## config.mk

```make
export PLATFORM = sky130hd
export DESIGN_NAME = pulse_train_gen_flat
export DESIGN_NICKNAME = d
export VERILOG_FILES = /design/src/rtl/pulse_gen_pkg.sv /design/src/rtl/pulse_train_gen_if.sv /design/src/rtl/pulse_train_gen.sv /design/src/flat_wrapper.sv
export SDC_FILE = /design/constraint.sdc
export NUM_CORES = 1
export LEC_CHECK = 0
export ABC_AREA = 1
export BUFFER_PORTS_ARGS = -buffer_cell sky130_fd_sc_hd__buf_2
export CAP_MARGIN = 20
export CORE_MARGIN = 5
export CORE_UTILIZATION = 54
export CTS_BUF_LIST = sky130_fd_sc_hd__clkbuf_8 sky130_fd_sc_hd__clkbuf_16
export DETAILED_ROUTE_END_ITERATION = 8
export PLACE_DENSITY = 0.85
export SLEW_MARGIN = 0
export SYNTH_ARGS = -nofsm -noshare
export SYNTH_HDL_FRONTEND = slang
export SYNTH_SLANG_ARGS = --single-unit
export TNS_END_PERCENT = 20
```

## constraint.sdc

```tcl
create_clock -name clk -period 3.5 [get_ports clk]
set_input_delay 0.175 -clock clk [delete_from_list [all_inputs] [get_ports clk]]
set_output_delay 0.175 -clock clk [all_outputs]
set_load 0.05 [all_outputs]
```

## src/rtl/pulse_gen_pkg.sv

```systemverilog
// Shared types and helpers for the pulse-train generator: FSM states, line levels
// and width/period sanitising.
package pulse_gen_pkg;

  // Widest configuration field the helpers accept; callers zero-extend into it.
  localparam int unsigned MaxW = 32;

  typedef enum logic [1:0] {
    StIdle     = 2'd0,
    StActive   = 2'd1,
    StInactive = 2'd2
  } pulse_state_e;

  function automatic logic idle_level(input bit edge_type);
    return edge_type;
  endfunction

  function automatic logic active_level(input bit edge_type);
    return ~edge_type;
  endfunction

  function automatic logic [MaxW-1:0] sanitise_high(input logic [MaxW-1:0] h);
    return (h == '0) ? {{(MaxW-1){1'b0}}, 1'b1} : h;
  endfunction

  // One extra bit: H+1 overflows when H is all-ones.
  function automatic logic [MaxW:0] sanitise_period(input logic [MaxW-1:0] h,
                                                    input logic [MaxW-1:0] p);
    logic [MaxW-1:0] hs;
    hs = sanitise_high(h);
    if (p <= hs) begin
      return {1'b0, hs} + {{MaxW{1'b0}}, 1'b1};
    end
    return {1'b0, p};
  endfunction

endpackage

```

## src/rtl/pulse_train_gen_if.sv

```systemverilog
// Control/status bundle between a pulse-train generator and its controller.
interface pulse_train_gen_if #(
  parameter int unsigned CNT_W = 16
);
  logic             start_i;
  logic             abort_i;
  logic [CNT_W-1:0] high_cycles_i;
  logic [CNT_W-1:0] period_cycles_i;
  logic [CNT_W-1:0] pulse_num_i;
  logic             signal_o;
  logic             lead_edge_o;
  logic             busy_o;
  logic             done_o;
  logic [CNT_W-1:0] pulse_cnt_o;

  modport master (
    output start_i, abort_i, high_cycles_i, period_cycles_i, pulse_num_i,
    input  signal_o, lead_edge_o, busy_o, done_o, pulse_cnt_o
  );

  modport slave (
    input  start_i, abort_i, high_cycles_i, period_cycles_i, pulse_num_i,
    output signal_o, lead_edge_o, busy_o, done_o, pulse_cnt_o
  );
endinterface

```

## src/rtl/pulse_train_gen.sv

```systemverilog
// Programmable pulse-train generator: N pulses of H active cycles every P cycles on one
// registered line, with busy/done/lead-edge strobes and a running pulse count.
module pulse_train_gen
  import pulse_gen_pkg::*;
#(
  parameter bit          EDGE_TYPE = 1'b0,
  parameter int unsigned CNT_W     = 16
) (
  input  logic             clk,
  input  logic             rst,
  pulse_train_gen_if.slave bus
);

  localparam logic IdleLvl = idle_level(EDGE_TYPE);
  localparam logic ActLvl  = active_level(EDGE_TYPE);

  pulse_state_e     state_q;
  logic             signal_q;
  logic             lead_q;
  logic             busy_q;
  logic             done_q;
  logic [CNT_W-1:0] cnt_q;
  logic [CNT_W-1:0] phase_q;
  logic [CNT_W-1:0] high_m1_q;
  logic [CNT_W-1:0] low_m1_q;
  logic [CNT_W-1:0] num_q;

  logic [CNT_W-1:0] h_san;
  logic [CNT_W:0]   p_san;
  logic [CNT_W-1:0] high_m1;
  logic [CNT_W-1:0] low_m1;

  assign h_san   = CNT_W'(sanitise_high(MaxW'(bus.high_cycles_i)));
  assign p_san   = (CNT_W+1)'(sanitise_period(MaxW'(bus.high_cycles_i),
                                              MaxW'(bus.period_cycles_i)));
  assign high_m1 = h_san - CNT_W'(1);
  // P-H-1 always fits in CNT_W bits once P has been sanitised.
  assign low_m1  = CNT_W'(p_san - {1'b0, h_san} - (CNT_W+1)'(1));

  always_ff @(posedge clk) begin
    if (rst) begin
      state_q   <= StIdle;
      signal_q  <= IdleLvl;
      lead_q    <= 1'b0;
      busy_q    <= 1'b0;
      done_q    <= 1'b0;
      cnt_q     <= '0;
      phase_q   <= '0;
      high_m1_q <= '0;
      low_m1_q  <= '0;
      num_q     <= '0;
    end else begin
      lead_q <= 1'b0;
      done_q <= 1'b0;
      unique case (state_q)
        StIdle: begin
          if (bus.start_i && !bus.abort_i) begin
            if (bus.pulse_num_i == '0) begin
              done_q <= 1'b1;
              cnt_q  <= '0;
            end else begin
              high_m1_q <= high_m1;
              low_m1_q  <= low_m1;
              num_q     <= bus.pulse_num_i;
              phase_q   <= high_m1;
              cnt_q     <= CNT_W'(1);
              state_q   <= StActive;
              signal_q  <= ActLvl;
              lead_q    <= 1'b1;
              busy_q    <= 1'b1;
            end
          end
        end
        StActive: begin
          if (bus.abort_i) begin
            state_q  <= StIdle;
            signal_q <= IdleLvl;
            busy_q   <= 1'b0;
          end else if (phase_q == '0) begin
            state_q  <= StInactive;
            signal_q <= IdleLvl;
            phase_q  <= low_m1_q;
          end else begin
            phase_q <= phase_q - CNT_W'(1);
          end
        end
        StInactive: begin
          if (bus.abort_i) begin
            state_q  <= StIdle;
            signal_q <= IdleLvl;
            busy_q   <= 1'b0;
          end else if (phase_q == '0) begin
            if (cnt_q == num_q) begin
              state_q <= StIdle;
              busy_q  <= 1'b0;
              done_q  <= 1'b1;
            end else begin
              state_q  <= StActive;
              signal_q <= ActLvl;
              lead_q   <= 1'b1;
              cnt_q    <= cnt_q + CNT_W'(1);
              phase_q  <= high_m1_q;
            end
          end else begin
            phase_q <= phase_q - CNT_W'(1);
          end
        end
        default: begin
          state_q  <= StIdle;
          signal_q <= IdleLvl;
          busy_q   <= 1'b0;
        end
      endcase
    end
  end

  assign bus.signal_o    = signal_q;
  assign bus.lead_edge_o = lead_q;
  assign bus.busy_o      = busy_q;
  assign bus.done_o      = done_q;
  assign bus.pulse_cnt_o = cnt_q;

endmodule

```

## src/flat_wrapper.sv

```systemverilog
// flat-port wrapper written by rule: the top's interface ports become plain ports
module pulse_train_gen_flat import pulse_gen_pkg::*;
#(
  parameter bit          EDGE_TYPE = 1'b0,
  parameter int unsigned CNT_W     = 16
)
  (clk, rst, bus_start_i, bus_abort_i, bus_high_cycles_i, bus_period_cycles_i, bus_pulse_num_i, bus_signal_o, bus_lead_edge_o, bus_busy_o, bus_done_o, bus_pulse_cnt_o);
  pulse_train_gen_if #(.CNT_W(CNT_W)) bus_i ();
  input  logic clk;
  input  logic rst;
  input wire logic [$bits(bus_i.start_i)-1:0] bus_start_i;
  input wire logic [$bits(bus_i.abort_i)-1:0] bus_abort_i;
  input wire logic [$bits(bus_i.high_cycles_i)-1:0] bus_high_cycles_i;
  input wire logic [$bits(bus_i.period_cycles_i)-1:0] bus_period_cycles_i;
  input wire logic [$bits(bus_i.pulse_num_i)-1:0] bus_pulse_num_i;
  output wire logic [$bits(bus_i.signal_o)-1:0] bus_signal_o;
  output wire logic [$bits(bus_i.lead_edge_o)-1:0] bus_lead_edge_o;
  output wire logic [$bits(bus_i.busy_o)-1:0] bus_busy_o;
  output wire logic [$bits(bus_i.done_o)-1:0] bus_done_o;
  output wire logic [$bits(bus_i.pulse_cnt_o)-1:0] bus_pulse_cnt_o;
  assign bus_i.start_i = bus_start_i;
  assign bus_i.abort_i = bus_abort_i;
  assign bus_i.high_cycles_i = bus_high_cycles_i;
  assign bus_i.period_cycles_i = bus_period_cycles_i;
  assign bus_i.pulse_num_i = bus_pulse_num_i;
  assign bus_signal_o = bus_i.signal_o;
  assign bus_lead_edge_o = bus_i.lead_edge_o;
  assign bus_busy_o = bus_i.busy_o;
  assign bus_done_o = bus_i.done_o;
  assign bus_pulse_cnt_o = bus_i.pulse_cnt_o;
  pulse_train_gen #(.EDGE_TYPE(EDGE_TYPE), .CNT_W(CNT_W)) u_core (.clk(clk), .rst(rst), .bus(bus_i));
endmodule
```

# Word-level counts from Yosys, hierarchy flattened
# Index checks and enable logic that the tools add are counted.
word_totals:
  ff_bits: 86
  latch_bits: 0
  ramBits: 0
  romBits: 0
  in_bits: 52
  output_inout_bits: 20
  elab_cells: 98
  memories: 0
classes:
  add_sub_neg: 6
  multipliers: 0
  n_div: 0
  magnitude_cmp: 1
  eq_ne: 15
  shift: 0
  mux: 51
  bitwise: 1
  reduce_logical: 14
ops:
  columns: ["op", "count"]
  rows:
  - ["16-bit 2-to-1 mux", 14]
  - ["16-bit zero test", 3]
  - ["16-bit case mux with 3 select lines", 1]
  - ["16-bit by 1-bit subtractor with 16-bit output (second input constant)", 3]
  - ["16-bit by 1-bit adder with 16-bit output (second input constant)", 2]
  - ["16-bit by 32-bit less-or-equal comparator with 1-bit output", 1]
  - ["16-bit case mux with 2 select lines", 1]
  - ["1-bit 2-to-1 mux", 24]
  - ["16-bit equality test", 1]
  - ["16-bit subtractor", 1]
  - ["5-bit AND reduction", 3]
  - ["2-bit 2-to-1 mux", 6]
  - ["2-bit != test (second input constant)", 5]
  - ["3-bit by 2-bit != test with 1-bit output (second input constant)", 3]
  - ["3-bit != test (second input constant)", 2]
  - ["1-bit case mux with 3 select lines", 2]
  - ["2-bit case mux with 3 select lines", 1]
  - ["6-bit AND reduction", 1]
  - ["2-bit by 1-bit != test with 1-bit output (second input constant)", 2]
  - ["1-bit case mux with 2 select lines", 2]
  - ["4-bit AND reduction", 1]
  - ["3-bit AND reduction", 1]
  - ["3-bit nonzero test", 1]
  - ["2-bit by 1-bit equality test with 1-bit output (second input constant)", 1]
  - ["6 further kinds", 6]

# Longest topological paths before layout
# Gate-level depths: netlist (run 1).
logic_depth:
  depth_word: 7
  depth_mapped: 34
  ltp_nobuf: 32

# Worst setup path before layout (run 1)
# Ideal clock, no wire load.
synth_timing:
  kind: "input to register"
  start: "in bus_high_cycles_i[9]"
  end: "reg u_core.low_m1_q[10]"
  setup_time_ns: 0.109
  arrival_time_ns: 3.508
  required_ns: 3.391
  setup_slack_ns: -0.117
  path_stages: 31
  path_buffers: 2
  path_cell_list: "buf_2 -> nor2_1 -> nand2_1 -> nor2_2 -> a21oi_4 -> inv_1 -> ha_1 -> inv_1 -> nand2_1 -> nand2_1 -> nand2_1 -> nand2_1 -> nand2_1 -> nand2_1 -> nand2_1 -> nand2_1 -> nand2_1 -> clkinv_1 -> clkbuf_1 -> nand2_1 -> nand2_1 -> fa_1 -> nand3_1 -> nand2_1 -> a21boi_0 -> o21ai_0 -> nand2_1 -> a21o_1 -> nand3_1 -> nand2_1 -> inv_1"
synth_between:
  elab_chain_cells: 7
  elab_cells_between_ends: 9
  cone_classes: "3 x add/sub; 1 x order compare; 4 x mux; 1 x reduce/logical"
synth_rtl:
  columns: ["element", "line_no", "rtl"]
  rows:
  - ["from (decl)", "flat_wrapper.sv:13", "input wire logic [$bits(bus_i.high_cycles_i)-1:0] bus_high_cycles_i;"]
  - ["16-bit zero test", "pulse_gen_pkg.sv:23", "return (h == '0) ? {{(MaxW-1){1'b0}}, 1'b1} : h;"]
  - ["16-bit 2-to-1 mux *", "pulse_gen_pkg.sv:23", null]
  - ["16-bit by 32-bit less-or-equal comparator with 1-bit output / 16-bit by 1-bit adder with 16-bit output (equally long branches)", "pulse_gen_pkg.sv:31, pulse_gen_pkg.sv:32", null]
  - ["1-bit 2-to-1 mux / 16-bit 2-to-1 mux (equally long branches)", "pulse_gen_pkg.sv:31", "if (p <= hs) begin"]
  - ["16-bit 2-to-1 mux", "pulse_gen_pkg.sv:34", "return {1'b0, p};"]
  - ["16-bit subtractor *", "pulse_train_gen.sv:38", "assign low_m1 = CNT_W'(p_san - {1'b0, h_san} - (CNT_W+1)'(1));"]
  - ["16-bit by 1-bit subtractor with 16-bit output *", "pulse_train_gen.sv:38", null]
  - ["to (signal assigned)", "pulse_train_gen.sv:63", "low_m1_q <= low_m1;"]
  - ["to (decl)", "pulse_train_gen.sv:25", "logic [CNT_W-1:0] low_m1_q;"]
# Every way passes the cells marked *; elsewhere a longest branch is shown, timed or not. The select of a mux whose other input is x is not followed.
# A chain may end at the register's enable or synchronous reset.

# Final worst setup path (run 1)
layout_timing:
  start: "in bus_high_cycles_i[3]"
  end: "reg u_core.low_m1_q[10]"
# The elaborated chain is that of the path after synthesis.

==> results.py, run 1 <==
metrics = {
    "die": {
        "die-area_um2": 14600,
        "ios": 72,
        "die_h_um": 121,
        "die_x_um": 121,
        "start_util_pct": 55.3,
        "core_area_um2": 12000,
        "row_count": 40,
    },
    "timing": {
        "fin_setup_tns_ps": 0,
        "tightest_slew_ps": 983,
        "fin_crit_ps": 3220,
        "slew_violations": 0,
        "rsz0062_at_grt": "yes",
        "slew_headroom_pct": 34.4,
        "finalCritPeriodShare_pct": 92.1,
        "skew_ps": 7.69,
        "hold_violations": 0,
        "setup_viol": 0,
        "fmax_mhz": 310,
    },
    "grt": {
        "grt_pass1_vias": 6520,
        "track_usage_pct": 26.3,
        "antenna_found_initial": 0,
        "grt_pass1_wl_mm": 31.6,
        "grt_start_max_net_pins": 70,
        "gr-total-overflow": 0,
    },
    "yosys": {
        "synthXorXnorAreaFrac_pct": 7.65,
        "synth_cells": 1056,
        "synth_ff_type": "dfxtp_1",
        "yosys.area.top_type": "dfxtp_1",
        "synth_nets": 1148,
        "synth-edff-count": 0,
        "synth_fa_ha_area_share_pct": 7.65,
        "synth_top_family_by_area": "simple AND/OR/NAND/NOR gates",
        "avgSynthCellArea_um2": 6.29,
        "synth_top_area_share_pct": 25.9,
        "async_reset_ff_share_pct": 0,
        "ys_ff_latch": 86,
        "ys_warn_count": 0,
        "yosysUniqueCellTypes": 42,
        "synth_compound_area_share_pct": 16.1,
        "synthTopCellsByArea": "dfxtp_1 (26%), nand2_1 (13%), nor2_1 (9.7%)",
        "synth-simple-area-share_pct": 34.6,
        "synth_area_um2": 6640,
        "yosysSeqAreaShare_pct": 25.9,
        "muxShareOfSynthArea_pct": 0,
    },
    "worst_setup_path": {
        "rr_startpoint": "u_core.state_q[0]",
        "rr_worst_depth": 11,
        "crit_top_cell": "nand2_1",
        "start_kind": "input port",
        "crit_slowest_cell": "fa_1",
        "cp_data_arrival_time_ps": 3470,
        "path_max_fanout": 12,
        "crit_path_end_kind": "flip-flop",
        "timing_worst_setup_path_type": "input port to flip-flop",
        "r2r_slack_ps": 950,
        "slowest_delay_ps": 390,
        "timing.rr.end": "u_core.phase_q[11]",
        "worstPathRequired_ps": 3750,
    },
    "cells_and_area": {
        "area_delta_synth_final_pct": 14.9,
        "multi_input_area_um2": 4410,
        "drive_gt1_share_pct": 14.2,
        "fin_util_pct": 63.6,
        "diodes": 0,
        "seqCellArea_um2": 1720,
        "most-common-layout-cells": "nand2_1 (226), nor2_1 (168), nand3_1 (88)",
        "layout_commonest_cell": "nand2_1",
        "stdcell_area_um2": 7630,
        "fillers": 1133,
        "design.final.nets": 1232,
    },
    "clocking": {
        "cts_hold_buffers": 0,
        "root_buffer": "clkbuf_16",
        "cts_tree": "built",
        "clockBufferDepth": 2,
        "path_clk_slew_ps": 70,
        "cts_sinks": 86,
        "cts_made_buffers": 9,
        "clkLatencyLatePin_ps": 350,
        "htree_levels": 3,
    },
    "detailed_routing": {
        "antenna_left": 0,
        "first_pass_iters": 5,
        "drc": 0,
        "drt_wl_total_mm": 19.4,
        "vias": 7270,
        "post_drt_via_cell_ratio": 5.63,
        "wl_per_cell_um": 15.0,
        "drt_first_iter_violations": 721,
    },
    "hold_path": {
        "hold_path_class": "input port to flip-flop",
        "hold_depth": 3,
        "hp-start": "bus_pulse_num_i[10]",
        "hold_end": "u_core.num_q[10]",
    },
    "power": {
        "p_int_w": 0.00222,
        "clockPowerShare_pct": 25.9,
        "power.switching_w": 0.00161,
        "combPwrFrac_pct": 42.1,
        "ir_drop_mv": 0.220,
        "sequentialPowerShare_pct": 32.0,
        "switching_share_pct": 42.1,
        "p_leak_nw": 3.62,
        "p_per_area_nw_per_um2": 501,
    },
    "placement": {
        "post_dp_cell_area_um2": 7290,
        "portBuffers": 71,
        "gp_congestion": 0.928,
        "place_hpwl_mm": 14.5,
    },
    "run": {
        "max_cap_viol_count": 0,
    },
    "status": {
        "status": "complete, no violations",
    },
}
-- cell type report --
type / count / area share, %
clock buffer: 9 / 2.95
clock inverter: 7 / 1.05
inverter: 92 / 4.57
multi-input combinational: 838 / 57.7
sequential: 86 / 22.5
tap: 147 / 2.41
timing repair buffer: 112 / 8.69
timing repair inverter: 1 / 0.0656
-- registers in the layout (all words and copies together), names as in the netlist, 2 cells and up --
name / cells
u_core.phase_q: 16
u_core.num_q: 16
u_core.bus.pulse_cnt_o: 16
u_core.state_q: 2
u_core.low_m1_q: 16
u_core.high_m1_q: 16
-- power by group through the flow --
stage	clock (W)	sequential [W]	combinational (W)
CTS	0.000991	0.00122	0.00157
detailed placement	0	0.00124	0.00156
global placement	0	0.00124	0.00153
global route	0.00103	0.00124	0.00181
floorplan	0	0.00126	0.00116
finish	0.000990	0.00123	0.00161
-- metrics by stage --
step / worst slack (ps) / instances / hold slack (ps) / power (W)
after floorplan: 6.13 / 1056 / 310 / 0.00241
after global placement: -15.6 / 1273 / 416 / 0.00277
after detailed placement: -149 / 1273 / 424 / 0.00279
after CTS: 203 / 1289 / 64.9 / 0.00379
after global routing: -33.3 / 1292 / 86.2 / 0.00408
final: 276 / 1292 / 64.6 / 0.00383
-- per-layer routing --
metal	global-route usage, %	wire [µm]	vias up
li1	-	-	3624
met1	36.6	8510	3295
met2	42.7	9030	324
met3	2.89	1520	27
met4	7.79	294	0
met5	0	0	-
-- worst max path at each step --
stage | endpoint | slack [ps] | depth (start not counted) | startpoint
2_1_floorplan | u_core.low_m1_q[10] | 6 | 31 | bus_high_cycles_i[9]
3_3_place_gp | u_core.low_m1_q[15] | -20 | 30 | bus_high_cycles_i[13]
3_5_place_dp | u_core.low_m1_q[10] | -150 | 28 | bus_high_cycles_i[13]
4_1_cts | u_core.low_m1_q[10] | 200 | 28 | bus_high_cycles_i[13]
5_1_grt | u_core.low_m1_q[10] | -30 | 30 | bus_high_cycles_i[3]
6_report | u_core.low_m1_q[10] | 280 | 30 | bus_high_cycles_i[3]
-- synth_stat cells (3+ instances only) --
cell,instances
nand4_1,12
xnor2_1,14
xor2_1,44
nand3_2,4
inv_1,86
nor2_2,9
nand3_1,88
o211ai_1,7
nor3_1,15
nand2_4,3
ha_1,39
clkbuf_1,26
a21o_1,4
nand2_1,227
buf_6,3
o31ai_1,3
buf_2,9
inv_2,4
nor2_1,171
o21ai_0,87
a21oi_1,83
o21bai_1,4
o21ai_1,6
dfxtp_1,86
-- cells by family after synthesis --
group	count (synthesis)
AND/OR/NAND/NOR	540
AO/OA/AOI/OAI	200
buffers and inverters	132
flip-flops	86
XOR/XNOR	58
adder cells (fa/ha/maj)	40
-- worst max-delay path: cells and delay by family --
family / cells / cell delay [ps]
AND/OR/NAND/NOR: 17 / 1450
adder cells (fa/ha/maj): 3 / 750
AO/OA/AOI/OAI: 5 / 630
buffers and inverters: 5 / 460
-- repair_timing --
item                       in CTS  in global routing
resized for setup               0                  6
buffers inserted                0                  2
setup endpoints to repair       0                  9
No activity file was read; power rests on OpenSTA's default activity.
==> run 2, diff against run 1 <==
--- a/config.mk
+++ b/config.mk
@@ -5,14 +5,13 @@
 export SDC_FILE = /design/constraint.sdc
 export NUM_CORES = 1
 export LEC_CHECK = 0
-export ABC_AREA = 1
 export BUFFER_PORTS_ARGS = -buffer_cell sky130_fd_sc_hd__buf_2
 export CAP_MARGIN = 20
 export CORE_MARGIN = 5
 export CORE_UTILIZATION = 54
 export CTS_BUF_LIST = sky130_fd_sc_hd__clkbuf_8 sky130_fd_sc_hd__clkbuf_16
 export DETAILED_ROUTE_END_ITERATION = 8
-export PLACE_DENSITY = 0.85
+export PLACE_DENSITY = 0.86
 export SLEW_MARGIN = 0
 export SYNTH_ARGS = -nofsm -noshare
 export SYNTH_HDL_FRONTEND = slang
==> run 2 against run 1 <==
Effect of this change: the run now ends with setup timing left; flip-flop and latch count did not move; worst hold slack improved by 3.1 ps; via count fell by 8.8%; sequential power barely moved; final cell count fell by 15%; largest power group unchanged.
==> results.py, run 2 <==
metrics = {
    "yosys": {
        "synth_ff_type": "dfxtp_1",
        "ys_ff_latch": 86,
        "synth_top_area_share_pct": 28.1,
        "ys_warn_count": 0,
        "yosysMostFrequentCell": "nand2_1",
        "yosysUniqueCellTypes": 67,
        "synth_cells": 807,
        "yosys.area.top_type": "dfxtp_1",
        "synthTopCellsByArea": "dfxtp_1 (28%), xnor2_1 (8.0%), ha_1 (8.0%)",
        "synth-edff-count": 0,
        "yosysSeqAreaShare_pct": 28.1,
        "synth_area_um2": 6140,
        "synthTopCellsByCount": "nand2_1 (114), nor2_1 (90), dfxtp_1 (86)",
        "async_reset_ff_share_pct": 0,
        "synth_nets": 899,
        "avgSynthCellArea_um2": 7.60,
    },
    "detailed_routing": {
        "vias": 6628,
        "drt_wl_total_mm": 18.6,
        "drc": 0,
        "antenna_left": 0,
        "wl_per_cell_um": 17.0,
        "first_pass_iters": 7,
        "drt_first_iter_violations": 531,
        "post_drt_via_cell_ratio": 6.05,
    },
    "timing": {
        "hold_violations": 0,
        "skew_ps": 9.38,
        "fmax_mhz": 249,
        "tightest_slew_ps": 900,
        "fin_crit_ps": 4020,
        "hold_ws_ps": 67.7,
        "finalCritPeriodShare_pct": 115,
        "slew_violations": 0,
        "slew_headroom_pct": 40.0,
        "setup_viol": 12,
        "fin_ws_ps": -522,
        "rsz0062_at_grt": "yes",
    },
    "cells_and_area": {
        "diodes": 0,
        "instances_no_fill": 1095,
        "area_delta_synth_final_pct": 27.3,
        "design.final.nets": 1039,
        "fin_util_pct": 69.3,
        "drive_gt1_share_pct": 25.0,
        "stdcell_area_um2": 7810,
        "layout_commonest_cell": "nand2_1",
        "most-common-layout-cells": "nand2_1 (113), buf_4 (100), nor2_1 (89)",
    },
    "worst_setup_path": {
        "timing.rr.end": "u_core.phase_q[3]",
        "cp_data_arrival_time_ps": 4260,
        "path_depth": 24,
        "crit_chain": "buf_6 -> nor4_4 -> nand2_1 -> nor2_2 -> a31oi_2 -> inv_1 -> ha_2 -> nor2b_1 -> o211ai_1 -> a2111oi_2 -> or4b_4 -> nand2_4 -> buf_6 -> nor2_1 -> a21oi_2 -> ha_1 -> buf_4 -> a211o_1 -> a21boi_2 -> o31ai_2 -> a21o_1 -> a21oi_2 -> nor4_1 -> a311o_1",
        "worstPathBufferInverterCount": 4,
        "path_max_fanout": 6,
        "start_kind": "input port",
        "slowest_delay_ps": 580,
        "crit_slowest_cell": "or4b_4",
        "path_delay_family": "compound AO/OA/AOI/OAI gates",
        "timing_worst_setup_path_type": "input port to flip-flop",
        "rr_startpoint": "u_core.phase_q[2]",
        "r2r_slack_ps": 850,
        "rr_worst_depth": 8,
        "worstPathRequired_ps": 3740,
        "crit_path_end_kind": "flip-flop",
    },
    "grt": {
        "grt_start_max_net_pins": 54,
        "grt_pass1_vias": 6202,
        "grt_pass1_wl_mm": 29.4,
        "track_usage_pct": 26.5,
        "gr-total-overflow": 0,
        "antenna_found_initial": 0,
    },
    "power": {
        "p_per_area_nw_per_um2": 497,
        "p_leak_nw": 3.21,
        "ir_drop_mv": 0.251,
    },
    "hold_path": {
        "hp-start": "bus_pulse_num_i[6]",
        "hold_path_class": "input port to flip-flop",
        "hold_depth": 3,
        "hold_end": "u_core.num_q[6]",
    },
    "die": {
        "die-area_um2": 13600,
        "die_x_um": 117,
        "start_util_pct": 54.4,
        "die_h_um": 117,
        "core_area_um2": 11300,
        "ios": 72,
        "row_count": 39,
    },
    "placement": {
        "dp_cells": 1075,
        "portBuffers": 71,
        "post_dp_cell_area_um2": 7290,
        "place_hpwl_mm": 13.2,
        "gp_congestion": 0.885,
        "dp_slack_ps": -889,
    },
    "clocking": {
        "cts_made_buffers": 9,
        "cts_sinks": 86,
        "clockBufferDepth": 2,
        "root_buffer": "clkbuf_16",
        "cts_tree": "built",
        "clkLatencyLatePin_ps": 350,
        "htree_levels": 3,
        "path_clk_slew_ps": 70,
    },
    "status": {
        "violations": "setup timing",
        "status": "finished, violations left",
    },
    "run": {
        "max_cap_viol_count": 0,
    },
}
==> run 2: worst register-to-register path, stage by stage, from the launching register on <==
cell	delay [ps]
dfxtp_1	380
nor4_4	500
nand3b_1	200
nor2_1	260
buf_4	320
a21o_1	170
a21boi_0	90
o311ai_0	480
a21oi_1	120
==> run 2: metrics by stage <==
step | total power [W] | TNS (ps)
after floorplan | 0.00235 | -5650
after global placement | 0.00279 | -6410
after detailed placement | 0.00283 | -8070
after CTS | 0.00379 | -2690
after global routing | 0.00410 | -6800
final | 0.00388 | -3980
==> run 2: cell type report <==
class	instances	area (µm²)
inverters	28	105
flip-flops and latches	86	1720
clock buffers	9	225
repair buffers	174	1160
fillers	791	3460
well taps	143	179
clock inverters	7	66.3
multi-input cells	648	4350
==> run 2: logic make-up after synthesis <==
logic type	synth area share (%)
buffers and inverters	4.81
multiplexers	0.693
AO/OA/AOI/OAI	20.9
AND/OR/NAND/NOR	26.6
flip-flops	28.1
adder cells (fa/ha/maj)	8.28
XOR/XNOR	10.7
==> run 2: worst max path at each step <==
stage	from	end	slack [ps]
floorplan	bus_high_cycles_i[10]	u_core.low_m1_q[12]	-660
global placement	bus_high_cycles_i[6]	u_core.low_m1_q[15]	-740
detailed placement	bus_high_cycles_i[6]	u_core.low_m1_q[15]	-890
CTS	bus_high_cycles_i[6]	u_core.low_m1_q[15]	-370
global route	bus_high_cycles_i[4]	u_core.low_m1_q[12]	-720
finish	bus_high_cycles_i[4]	u_core.low_m1_q[12]	-520
==> run 2: metal layers <==
| metal | wire (µm) | vias up | global-route usage, % |
|---|---|---|---|
| li1 | - | 3169 | - |
| met5 | 0 | - | 0 |
| met1 | 7910 | 3126 | 35.4 |
| met3 | 1270 | 46 | 4.56 |
| met4 | 473 | 0 | 7.49 |
| met2 | 8990 | 287 | 44.0 |
==> run 2: report_power, final <==
group	internal [W]	switching (W)	total, W	leakage, nW
sequential	0.00109	0.000108	0.00120	0.702
combinational	0.000724	0.00102	0.00175	2.37
clock	0.000496	0.000436	0.000932	0.136
==> run 2: what timing repair did <==
item | 4_1_cts | 5_1_grt
setup endpoints to repair | 12 | 12
setup buffers | 2 | 3
resized for setup | 12 | 29
pin swaps | 13 | 27
hold buffers | 0 | 0
==> run 3, diff against run 2 <==
--- a/config.mk
+++ b/config.mk
@@ -9,9 +9,9 @@
 export CAP_MARGIN = 20
 export CORE_MARGIN = 5
 export CORE_UTILIZATION = 54
-export CTS_BUF_LIST = sky130_fd_sc_hd__clkbuf_8 sky130_fd_sc_hd__clkbuf_16
+export CTS_BUF_LIST = sky130_fd_sc_hd__clkbuf_16
 export DETAILED_ROUTE_END_ITERATION = 8
-export PLACE_DENSITY = 0.86
+export PLACE_DENSITY_LB_ADDON = 0.05
 export SLEW_MARGIN = 0
 export SYNTH_ARGS = -nofsm -noshare
 export SYNTH_HDL_FRONTEND = slang
==> run 3 against run 2 <==
Effect of this change: the run still ends with setup timing left; critical endpoint unchanged; largest cell class unchanged; wire length is 1.8% lower; count of clock-buffer cells in the layout stayed put; non-clock buffer count is 19 higher; clock skew is 2.1 ps lower; final area is 1.8% higher; sequential share of layout area is 0.39 points lower; worst setup slack better by 43 ps; register-to-register slack worse by 80 ps; critical path depth stayed put; core utilization is 1.2 points higher.
==> results.py, run 3 (synthesized netlist as in run 2, its figures left out) <==
metrics = {
    "die": {
        "die-area_um2": 13600,
        "row_count": 39,
        "ios": 72,
        "start_util_pct": 54.4,
        "core_area_um2": 11300,
        "die_h_um": 117,
        "die_x_um": 117,
    },
    "timing": {
        "fin_crit_ps": 3980,
        "tightest_slew_ps": 713,
        "setup_viol": 11,
        "slew_violations": 0,
        "slew_headroom_pct": 52.4,
        "hold_violations": 0,
        "skew_ps": 7.24,
        "finalCritPeriodShare_pct": 114,
        "fin_ws_ps": -479,
        "rsz0062_at_grt": "yes",
        "fmax_mhz": 251,
    },
    "hold_path": {
        "hold_depth": 3,
        "hold_end": "u_core.num_q[12]",
        "hold_path_class": "input port to flip-flop",
        "hp-start": "bus_pulse_num_i[12]",
    },
    "worst_setup_path": {
        "r2r_slack_ps": 770,
        "worstPathRequired_ps": 3730,
        "timing.rr.end": "u_core.bus.pulse_cnt_o[0]",
        "crit_path_end_kind": "flip-flop",
        "start_kind": "input port",
        "crit_chain": "buf_6 -> nor4_4 -> nand2_1 -> nor2_2 -> a31oi_2 -> inv_1 -> ha_2 -> nor2b_1 -> o211ai_1 -> a2111oi_2 -> or4b_4 -> nand2_4 -> buf_6 -> nor2_1 -> a21oi_1 -> ha_1 -> buf_4 -> a211o_1 -> a21boi_2 -> o31ai_2 -> a21o_1 -> a21oi_2 -> nor4_1 -> a311o_1",
        "slowest_delay_ps": 570,
        "path_delay_family": "compound AO/OA/AOI/OAI gates",
        "worstPathBufferInverterCount": 4,
        "cp_data_arrival_time_ps": 4210,
        "crit_top_cell": "buf_6",
        "crit_slowest_cell": "or4b_4",
        "path_max_fanout": 7,
        "rr_worst_depth": 7,
        "timing_worst_setup_path_type": "input port to flip-flop",
        "rr_startpoint": "u_core.phase_q[2]",
    },
    "grt": {
        "gr-total-overflow": 0,
        "track_usage_pct": 27.6,
        "grt_pass1_wl_mm": 30.3,
        "grt_pass1_vias": 6219,
        "grt_start_max_net_pins": 42,
        "antenna_found_initial": 0,
    },
    "placement": {
        "gp_congestion": 0.950,
        "dp_slack_ps": -915,
        "portBuffers": 71,
        "place_hpwl_mm": 13.4,
        "post_dp_cell_area_um2": 7290,
    },
    "cells_and_area": {
        "design.final.nets": 1058,
        "layout_commonest_cell": "buf_4",
        "fillers": 929,
        "fin_util_pct": 70.5,
        "most-common-layout-cells": "buf_4 (119), nand2_1 (113), nor2_1 (89)",
        "diodes": 0,
        "stdcell_area_um2": 7950,
        "area_delta_synth_final_pct": 29.6,
        "drive_gt1_share_pct": 26.2,
    },
    "detailed_routing": {
        "antenna_left": 0,
        "drc": 0,
        "first_pass_iters": 6,
        "drt_first_iter_violations": 498,
        "drt_wl_total_mm": 18.3,
        "wl_per_cell_um": 16.4,
        "post_drt_via_cell_ratio": 5.81,
        "vias": 6467,
    },
    "status": {
        "violations": "setup timing",
        "status": "finished, violations left",
    },
    "power": {
        "switching_share_pct": 38.8,
        "ir_drop_mv": 0.383,
        "p_leak_nw": 3.30,
        "clockPowerShare_pct": 24.0,
        "p_int_w": 0.00235,
        "sequentialPowerShare_pct": 31.2,
        "combPwrFrac_pct": 44.8,
        "p_per_area_nw_per_um2": 484,
        "power.switching_w": 0.00149,
    },
    "clocking": {
        "cts_made_buffers": 9,
        "clockBufferDepth": 2,
        "htree_levels": 3,
        "cts_tree": "built",
        "path_clk_slew_ps": 60,
        "root_buffer": "clkbuf_16",
        "cts_hold_buffers": 0,
        "clkLatencyLatePin_ps": 340,
        "cts_sinks": 86,
    },
    "run": {
        "max_cap_viol_count": 0,
    },
}
## run 3: stage by stage
step | cells | setup TNS (ps) | total power [W] | hold slack (ps)
after floorplan | 807 | -5650 | 0.00235 | 311
after CTS | 1116 | -2690 | 0.00381 | 66.0
after detailed placement | 1073 | -7910 | 0.00282 | 434
after global routing | 1113 | -5540 | 0.00408 | 83.5
final | 1113 | -3610 | 0.00385 | 79.2
after global placement | 1073 | -7080 | 0.00278 | 430
## run 3: final cells by class
| cell class | instances | area [µm²] | share of cell area (%) |
|---|---|---|---|
| multi-input cells | 648 | 4360 | 54.9 |
| repair buffers | 193 | 1300 | 16.4 |
| clock inverters | 6 | 55.1 | 0.692 |
| flip-flops and latches | 86 | 1720 | 21.7 |
| inverters | 28 | 105 | 1.32 |
| clock buffers | 9 | 225 | 2.83 |
| well taps | 143 | 179 | 2.25 |
## run 3: worst register-to-register path, stage by stage (launching register included)
cell	delay [ps]
dfxtp_1	390
nor4_4	480
nand3b_1	180
or2_1	490
o21ai_4	470
nand2_1	150
or3_1	340
a31oi_1	160
## run 3: power groups by stage
stage	sequential (W)	clock [W]	combinational, W
after floorplan	0.00122	0	0.00113
after global placement	0.00121	0	0.00157
after detailed placement	0.00122	0	0.00160
after CTS	0.00120	0.000941	0.00167
after global routing	0.00121	0.000982	0.00189
final	0.00120	0.000924	0.00172
## run 3: worst max path at each step
stage,start,endpoint,depth (start not counted),slack (ps)
after CTS,bus_high_cycles_i[4],u_core.low_m1_q[12],23,-330
after global routing,bus_high_cycles_i[6],u_core.low_m1_q[12],24,-660
final,bus_high_cycles_i[6],u_core.low_m1_q[12],24,-480
after global placement,bus_high_cycles_i[3],u_core.low_m1_q[15],21,-770
after detailed placement,bus_high_cycles_i[3],u_core.low_m1_q[15],21,-910
after floorplan,bus_high_cycles_i[10],u_core.low_m1_q[12],24,-660
## run 3: layer usage
layer | vias to the layer above | wire (µm) | global-route usage [%] | part of all wire (%)
met5 | - | 0 | 0 | 0
met4 | 0 | 378 | 8.94 | 2.1
met2 | 221 | 8060 | 43.3 | 44
li1 | 3205 | - | - | -
met3 | 34 | 1000 | 4.66 | 5.5
met1 | 3007 | 8860 | 38.7 | 48
## run 3: timing repair
action,CTS,global route
pin swaps,32,16
gates cloned,0,0
buffers inserted,29,3
setup endpoints to repair,11,16
gates resized for setup,28,12
